===== config.mk =====
export PLATFORM = sky130hd
export DESIGN_NAME = axis_uart_rx_wrapper
export DESIGN_NICKNAME = d
export VERILOG_FILES = /design/src/rtl/uart_pkg.sv /design/src/rtl/uart_rx_fifo.sv /design/src/rtl/axis_uart_rx_wrapper.sv
export SDC_FILE = /design/constraint.sdc
export NUM_CORES = 1
export LEC_CHECK = 0
export CORE_UTILIZATION = 30
export CTS_CLUSTER_DIAMETER = 200
export DETAILED_ROUTE_END_ITERATION = 16
export PLACE_DENSITY = 0.45
export SYNTH_ARGS = -nofsm -noshare
export SYNTH_HDL_FRONTEND = slang
export SYNTH_SLANG_ARGS = --single-unit

===== constraint.sdc =====
create_clock -name clk -period 3 [get_ports clk]
set_input_delay 0.6 -clock clk [delete_from_list [all_inputs] [get_ports clk]]
set_output_delay 0.6 -clock clk [all_outputs]
set_load 0.05 [all_outputs]

===== src/rtl/uart_pkg.sv =====
// Shared UART definitions: FSM state encodings, data width and frame lengths.
// The TX side reuses the same encodings and constants.
package uart_pkg;

  localparam int DATA_BITS      = 8;
  localparam int FRAME_BITS_8N1 = 10;  // start + 8 data + stop
  localparam int FRAME_BITS_8E1 = 11;  // start + 8 data + even parity + stop

  typedef enum logic [2:0] {
    ST_IDLE   = 3'd0,
    ST_START  = 3'd1,
    ST_DATA   = 3'd2,
    ST_PARITY = 3'd3,
    ST_STOP   = 3'd4
  } uart_state_e;

  // Even parity bit for a data byte: makes the total count of ones even.
  function automatic logic even_parity(input logic [DATA_BITS-1:0] d);
    return ^d;
  endfunction

endpackage


===== src/rtl/uart_rx_fifo.sv =====
// Receive FIFO: 2**RX_SIZE bytes, RX_SIZE+1 bit wrapping pointers.
// A push into a full FIFO is accepted only when a pop frees a slot that cycle.
module uart_rx_fifo import uart_pkg::*; #(
  parameter int RX_SIZE = 4
) (
  input  logic                 clk,
  input  logic                 rst,
  input  logic                 push,
  input  logic [DATA_BITS-1:0] push_data,
  input  logic                 pop,
  output logic [DATA_BITS-1:0] head,
  output logic                 full,
  output logic                 empty
);

  localparam int DEPTH = 2**RX_SIZE;

  logic [DATA_BITS-1:0] mem [DEPTH];
  logic [RX_SIZE:0]     wr_ptr, rd_ptr;
  logic                 wr_en, rd_en;

  assign empty = (wr_ptr == rd_ptr);
  assign full  = (wr_ptr[RX_SIZE] != rd_ptr[RX_SIZE]) &&
                 (wr_ptr[RX_SIZE-1:0] == rd_ptr[RX_SIZE-1:0]);
  assign rd_en = pop && !empty;
  assign wr_en = push && (!full || rd_en);
  // Head forced to zero while empty so the output is defined out of reset.
  assign head  = empty ? '0 : mem[rd_ptr[RX_SIZE-1:0]];

  // Pointer update; both may advance in the same cycle.
  always_ff @(posedge clk or posedge rst) begin
    if (rst) begin
      wr_ptr <= '0;
      rd_ptr <= '0;
    end else begin
      if (wr_en) wr_ptr <= wr_ptr + 1'b1;
      if (rd_en) rd_ptr <= rd_ptr + 1'b1;
    end
  end

  // Storage array, no reset needed since empty gates the head.
  always_ff @(posedge clk) begin
    if (wr_en) mem[wr_ptr[RX_SIZE-1:0]] <= push_data;
  end

endmodule


===== src/rtl/axis_uart_rx_wrapper.sv =====
// UART receiver with an AXI-Stream output fed from a small FIFO.
// Default build is 8N1. Define UART_RX_PARITY_EN to add an even-parity bit
// between data bit 7 and the stop bit (8E1).
module axis_uart_rx_wrapper import uart_pkg::*; #(
  parameter int RX_SIZE   = 4,
  parameter int clkdiv_rx = 50
) (
  input  logic                 clk,
  input  logic                 rst,
  input  logic                 rx,
  output logic [DATA_BITS-1:0] o_tdata,
  output logic                 o_tvalid,
  input  logic                 o_tready,
  output logic                 o_frame_err,
  output logic                 o_overrun
);

  localparam logic [15:0] BIT_LAST = 16'(clkdiv_rx - 1);
  localparam logic [15:0] HALF_BIT = 16'(clkdiv_rx / 2);
  localparam logic [2:0]  LAST_IDX = 3'(DATA_BITS - 1);

  logic                 rx_s1, rx_s2, rx_prev;
  uart_state_e          state;
  logic [15:0]          baud_cnt;
  logic [2:0]           bit_cnt;
  logic [DATA_BITS-1:0] shreg;
  logic                 bit_tick, push, pop, full, empty;
`ifdef UART_RX_PARITY_EN
  logic                 par_err;
`endif

  // Two-flop synchronizer plus a delayed copy for falling-edge detection.
  always_ff @(posedge clk or posedge rst) begin
    if (rst) begin
      rx_s1   <= 1'b1;
      rx_s2   <= 1'b1;
      rx_prev <= 1'b1;
    end else begin
      rx_s1   <= rx;
      rx_s2   <= rx_s1;
      rx_prev <= rx_s2;
    end
  end

  assign bit_tick = (baud_cnt == BIT_LAST);
  assign o_tvalid = !empty;
  assign pop      = o_tvalid && o_tready;

  // Push happens on the stop-sample cycle itself so o_tvalid follows one cycle later.
  always_comb begin
    push = (state == ST_STOP) && bit_tick && rx_s2;
`ifdef UART_RX_PARITY_EN
    if (par_err) push = 1'b0;
`endif
  end

  // Receive FSM: samples mid-bit, assembles LSB first, reports errors as pulses.
  always_ff @(posedge clk or posedge rst) begin
    if (rst) begin
      state       <= ST_IDLE;
      baud_cnt    <= '0;
      bit_cnt     <= '0;
      shreg       <= '0;
      o_frame_err <= 1'b0;
      o_overrun   <= 1'b0;
`ifdef UART_RX_PARITY_EN
      par_err     <= 1'b0;
`endif
    end else begin
      o_frame_err <= 1'b0;
      o_overrun   <= push && full && !pop;
      case (state)
        ST_IDLE: begin
          baud_cnt <= '0;
          bit_cnt  <= '0;
          if (rx_prev && !rx_s2) state <= ST_START;
        end
        ST_START: begin
          if (baud_cnt == HALF_BIT) begin
            baud_cnt <= '0;
            // A start bit that is high again at mid-bit was a glitch.
            state    <= rx_s2 ? ST_IDLE : ST_DATA;
          end else begin
            baud_cnt <= baud_cnt + 16'd1;
          end
        end
        ST_DATA: begin
          if (bit_tick) begin
            baud_cnt <= '0;
            shreg    <= {rx_s2, shreg[DATA_BITS-1:1]};
            bit_cnt  <= bit_cnt + 3'd1;
            if (bit_cnt == LAST_IDX) begin
`ifdef UART_RX_PARITY_EN
              state <= ST_PARITY;
`else
              state <= ST_STOP;
`endif
            end
          end else begin
            baud_cnt <= baud_cnt + 16'd1;
          end
        end
`ifdef UART_RX_PARITY_EN
        ST_PARITY: begin
          if (bit_tick) begin
            baud_cnt <= '0;
            par_err  <= (rx_s2 != even_parity(shreg));
            state    <= ST_STOP;
          end else begin
            baud_cnt <= baud_cnt + 16'd1;
          end
        end
`endif
        ST_STOP: begin
          if (bit_tick) begin
            baud_cnt <= '0;
            state    <= ST_IDLE;
            // Bad stop (or bad parity) drops the byte.
            if (!push) o_frame_err <= 1'b1;
          end else begin
            baud_cnt <= baud_cnt + 16'd1;
          end
        end
        default: state <= ST_IDLE;
      endcase
    end
  end

  uart_rx_fifo #(.RX_SIZE(RX_SIZE)) u_fifo (
    .clk       (clk),
    .rst       (rst),
    .push      (push),
    .push_data (shreg),
    .pop       (pop),
    .head      (o_tdata),
    .full      (full),
    .empty     (empty)
  );

endmodule


==> results.toml <==
[sta]
rsz0062_at_grt = "true"
final.period_utilization = 0.993
finalMaxSlewViolations = 0
tightest_slew_ns = 0.831
finalSetupViolCount = 0
fin_setup_tns_ns = 0
finalHoldViolations = 0
max_freq_ghz = 0.336
fin_hold_ws_ns = 0.356
min_period_ns = 2.98
slew_headroom = 0.446
fin_skew_ns = 0.0115

[clock_network]
cts_hold_buf = 0
cts_tree = "yes"
cts.path.max_buffers = 2
clock_sinks = 173
h-tree-depth = 4
numCtsBuffers = 17
clock_tree.root_cell = "clkbuf_16"
clk_pin_slew_worst_paths_ns = 0.07
insertion_delay_ns = 0.43

[global_routing]
overflow = 0
grt_use_total = 0.138
grt_pass1_wl_um = 25000
antenna_found_initial = 0
grt_max_degree = 36
grt_pass1_vias = 4197

[final_layout]
fin_util = 0.383
antennaDiodeCount = 0
layout_commonest_cell = "edfxtp_1"
layout_common_cells = "128 x edfxtp_1, 47 x buf_4, 41 x dfrtp_1"
final_cells = 848
drive_gt1_frac = 0.333
final_nets = 529
area_delta_synth_final_pct = 24.1
fin_area_mm2 = 0.00910

[critical_path]
critical_path_required_ns = 2.40
path_max_fanout = 5
timing.reg2reg.worst_path_depth = 7
critical_path_class = "reg -> out"
worstPathArrival_ns = 2.38
cp_cell_sequence = "clkbuf_16 -> mux4_2 -> nor2b_1 -> a211oi_1 -> buf_4 -> a211oi_4 -> buf_6"
slowest_stage = "dfrtp_4"
crit_path_start_kind = "flop"
max_stage_delay_ns = 0.50
cp-end-kind = "output pin"

[floorplanning]
die_x_um = 158
initial_utilization = 0.309
die_y_um = 158
die_area_mm2 = 0.0251
core-area_mm2 = 0.0238
row_count = 56
ios = 15

[pwr]
peakVddDrop_mv = 0.374
powerDensity_mw_per_mm2 = 577
netSwitchingFraction = 0.251
p_int_mw = 3.93
p_sw_mw = 1.32
leakage_nw = 3.41
pwr-share-comb = 0.064
seqPwrFrac = 0.506
p_clk_frac = 0.430

[synth]
synth_area_leaders = "edfxtp_1 52%, dfrtp_1 14%, mux4_2 9.8%"
synth_compound_area_frac = 0.0595
ys_seq_area_frac = 0.678
yosysTopAreaCell = "edfxtp_1"
yosysWarnings = 0
synth-simple-area-share = 0.0860
ys_ff_latch = 173
yosys.cell_types.count = 54
synth_top_family_by_area = "multiplexers"
synth_top_area_share = 0.524
synth_mux_area_frac = 0.126
syn_avg_cell_area_um2 = 16.3
post_synth_fa_ha_maj_area_fraction = 0.0154
synthFlopType = "edfxtp_1"
synthCells = 451
netlist_area_mm2 = 0.00733
synthesis.nets = 464
async_reset_ff_frac = 0.260
synth_edf_count = 128
synth_xor_area_frac = 0.0166

[placed_design]
placed_cell_area_mm2 = 0.00827
gp_congestion = 0.777
dpl.hpwl_um = 10600
io_buffers = 14
placedCellCount = 806

[hold_path]
hold_depth = 0
min_path_type = "reg -> reg"

[run]
max_cap_violations = 0

[detailed_routing]
firstDrtPassIters = 4
drtIter0Drc = 302
drt-total-wl_um = 16200
route.detailed.drc = 0
ant_nets = 0
num_vias = 4085
routedWlPerCell_um = 19.1
viasPerCell = 4.82

[status]
status = "completed"
-- final timing paths --
path,start,slack (ns),to
hold / removal,rx_s1,0.36,rx_s2
max in group asynchronous,rst,1.75,shreg[3]
hold reg to reg,rx_s1,0.36,rx_s2
setup / recovery,u_fifo.rd_ptr[0],0.02,o_tdata[1]
min in group asynchronous,rst,0.55,baud_cnt[6]
setup reg to reg,baud_cnt[12],0.10,u_fifo.mem[0][7]
-- critical path, delay by kind of cell, from the launching register on --
family | cells | cell delay, ns
AO/OA/AOI/OAI | 2 | 0.28
buffers and inverters | 3 | 0.53
flip-flops | 1 | 0.50
multiplexers | 1 | 0.49
AND/OR/NAND/NOR | 1 | 0.16
-- stage by stage --
stage               power (mW)  setup WS, ns
finish                    5.25        0.0209
global route              5.43       -0.0689
CTS                       5.30       0.00391
detailed placement        3.04       -0.0218
global placement          3.04        0.0602
floorplan                 2.92        -0.125
-- registers in the layout, summed over array words and instances, names as in the netlist --
register / count
baud_cnt: 16
bit_cnt: 3
o_frame_err: 1
o_overrun: 1
rx_prev: 1
rx_s1: 1
rx_s2: 1
shreg: 8
state: 3
u_fifo.mem: 128
u_fifo.rd_ptr: 5
u_fifo.wr_ptr: 5
-- cell usage after synthesis, types with 2 or more instances --
cell	number
nand2b_1	6
a21oi_1	4
and3_1	8
nand2_1	14
mux2_2	9
buf_1	4
mux2i_1	9
buf_2	3
or2_2	2
o32ai_1	3
xor2_1	4
o21ai_0	14
or4_4	2
xnor2_1	8
inv_1	8
nand3_1	16
o221ai_1	2
clkbuf_1	13
dfstp_2	3
nand4b_1	3
or3_1	3
nor2b_1	10
a31oi_1	2
o31a_1	2
a22o_1	9
nand4_1	2
o41ai_1	3
nor4_1	4
nor3_1	7
dfrtp_1	42
ha_1	9
edfxtp_1	128
buf_6	2
a211oi_1	16
mux4_2	32
nor2_1	27
-- cells by family (layout without fill, tap and decap cells) --
group / count (synthesis) / after routing
AOI/OAI and AO/OA: 61 / 61
xor gates and xnor gates: 13 / 13
adders and majority gates: 9 / 9
buffers and inverters: 30 / 108
DFF: 173 / 173
muxes: 51 / 51
and+or+nand+nor: 114 / 114
-- repair_timing --
item / 4_1_cts / 5_1_grt
gates resized for setup: 3 / 17
hold endpoints to repair: 0 / 0
pin swaps: 3 / 5
endpoints found under the setup margin: 24 / 128
gates cloned: 0 / 1
buffers inserted: 4 / 5
-- routing by layer --
metal	wire length, um	part of all wire	GRT usage
met5	0	0	0
met4	208	0.013	0.0412
met3	393	0.024	0.0294
met2	8020	0.50	0.228
met1	7550	0.47	0.183
-- power by group through the flow --
stage                     registers (mW)  clock network [mW]  logic [mW]
after global placement              2.71                   0       0.336
after floorplan                     2.67                   0       0.243
after detailed placement            2.71                   0       0.334
final                               2.66                2.26       0.336
after global routing                2.67                2.39       0.374
after CTS                           2.66                2.31       0.335
-- layout make-up --
| class | count | area [um^2] |
|---|---|---|
| Sequential cell | 173 | 4980 |
| Clock buffer | 17 | 425 |
| Tap cell | 319 | 399 |
| Multi-Input combinational cell | 248 | 2410 |
| Inverter | 8 | 30.0 |
| Timing Repair Buffer | 68 | 658 |
| Fill cell | 2168 | 14700 |
| Clock inverter | 15 | 193 |
No activity file was read; power rests on OpenSTA's default activity.
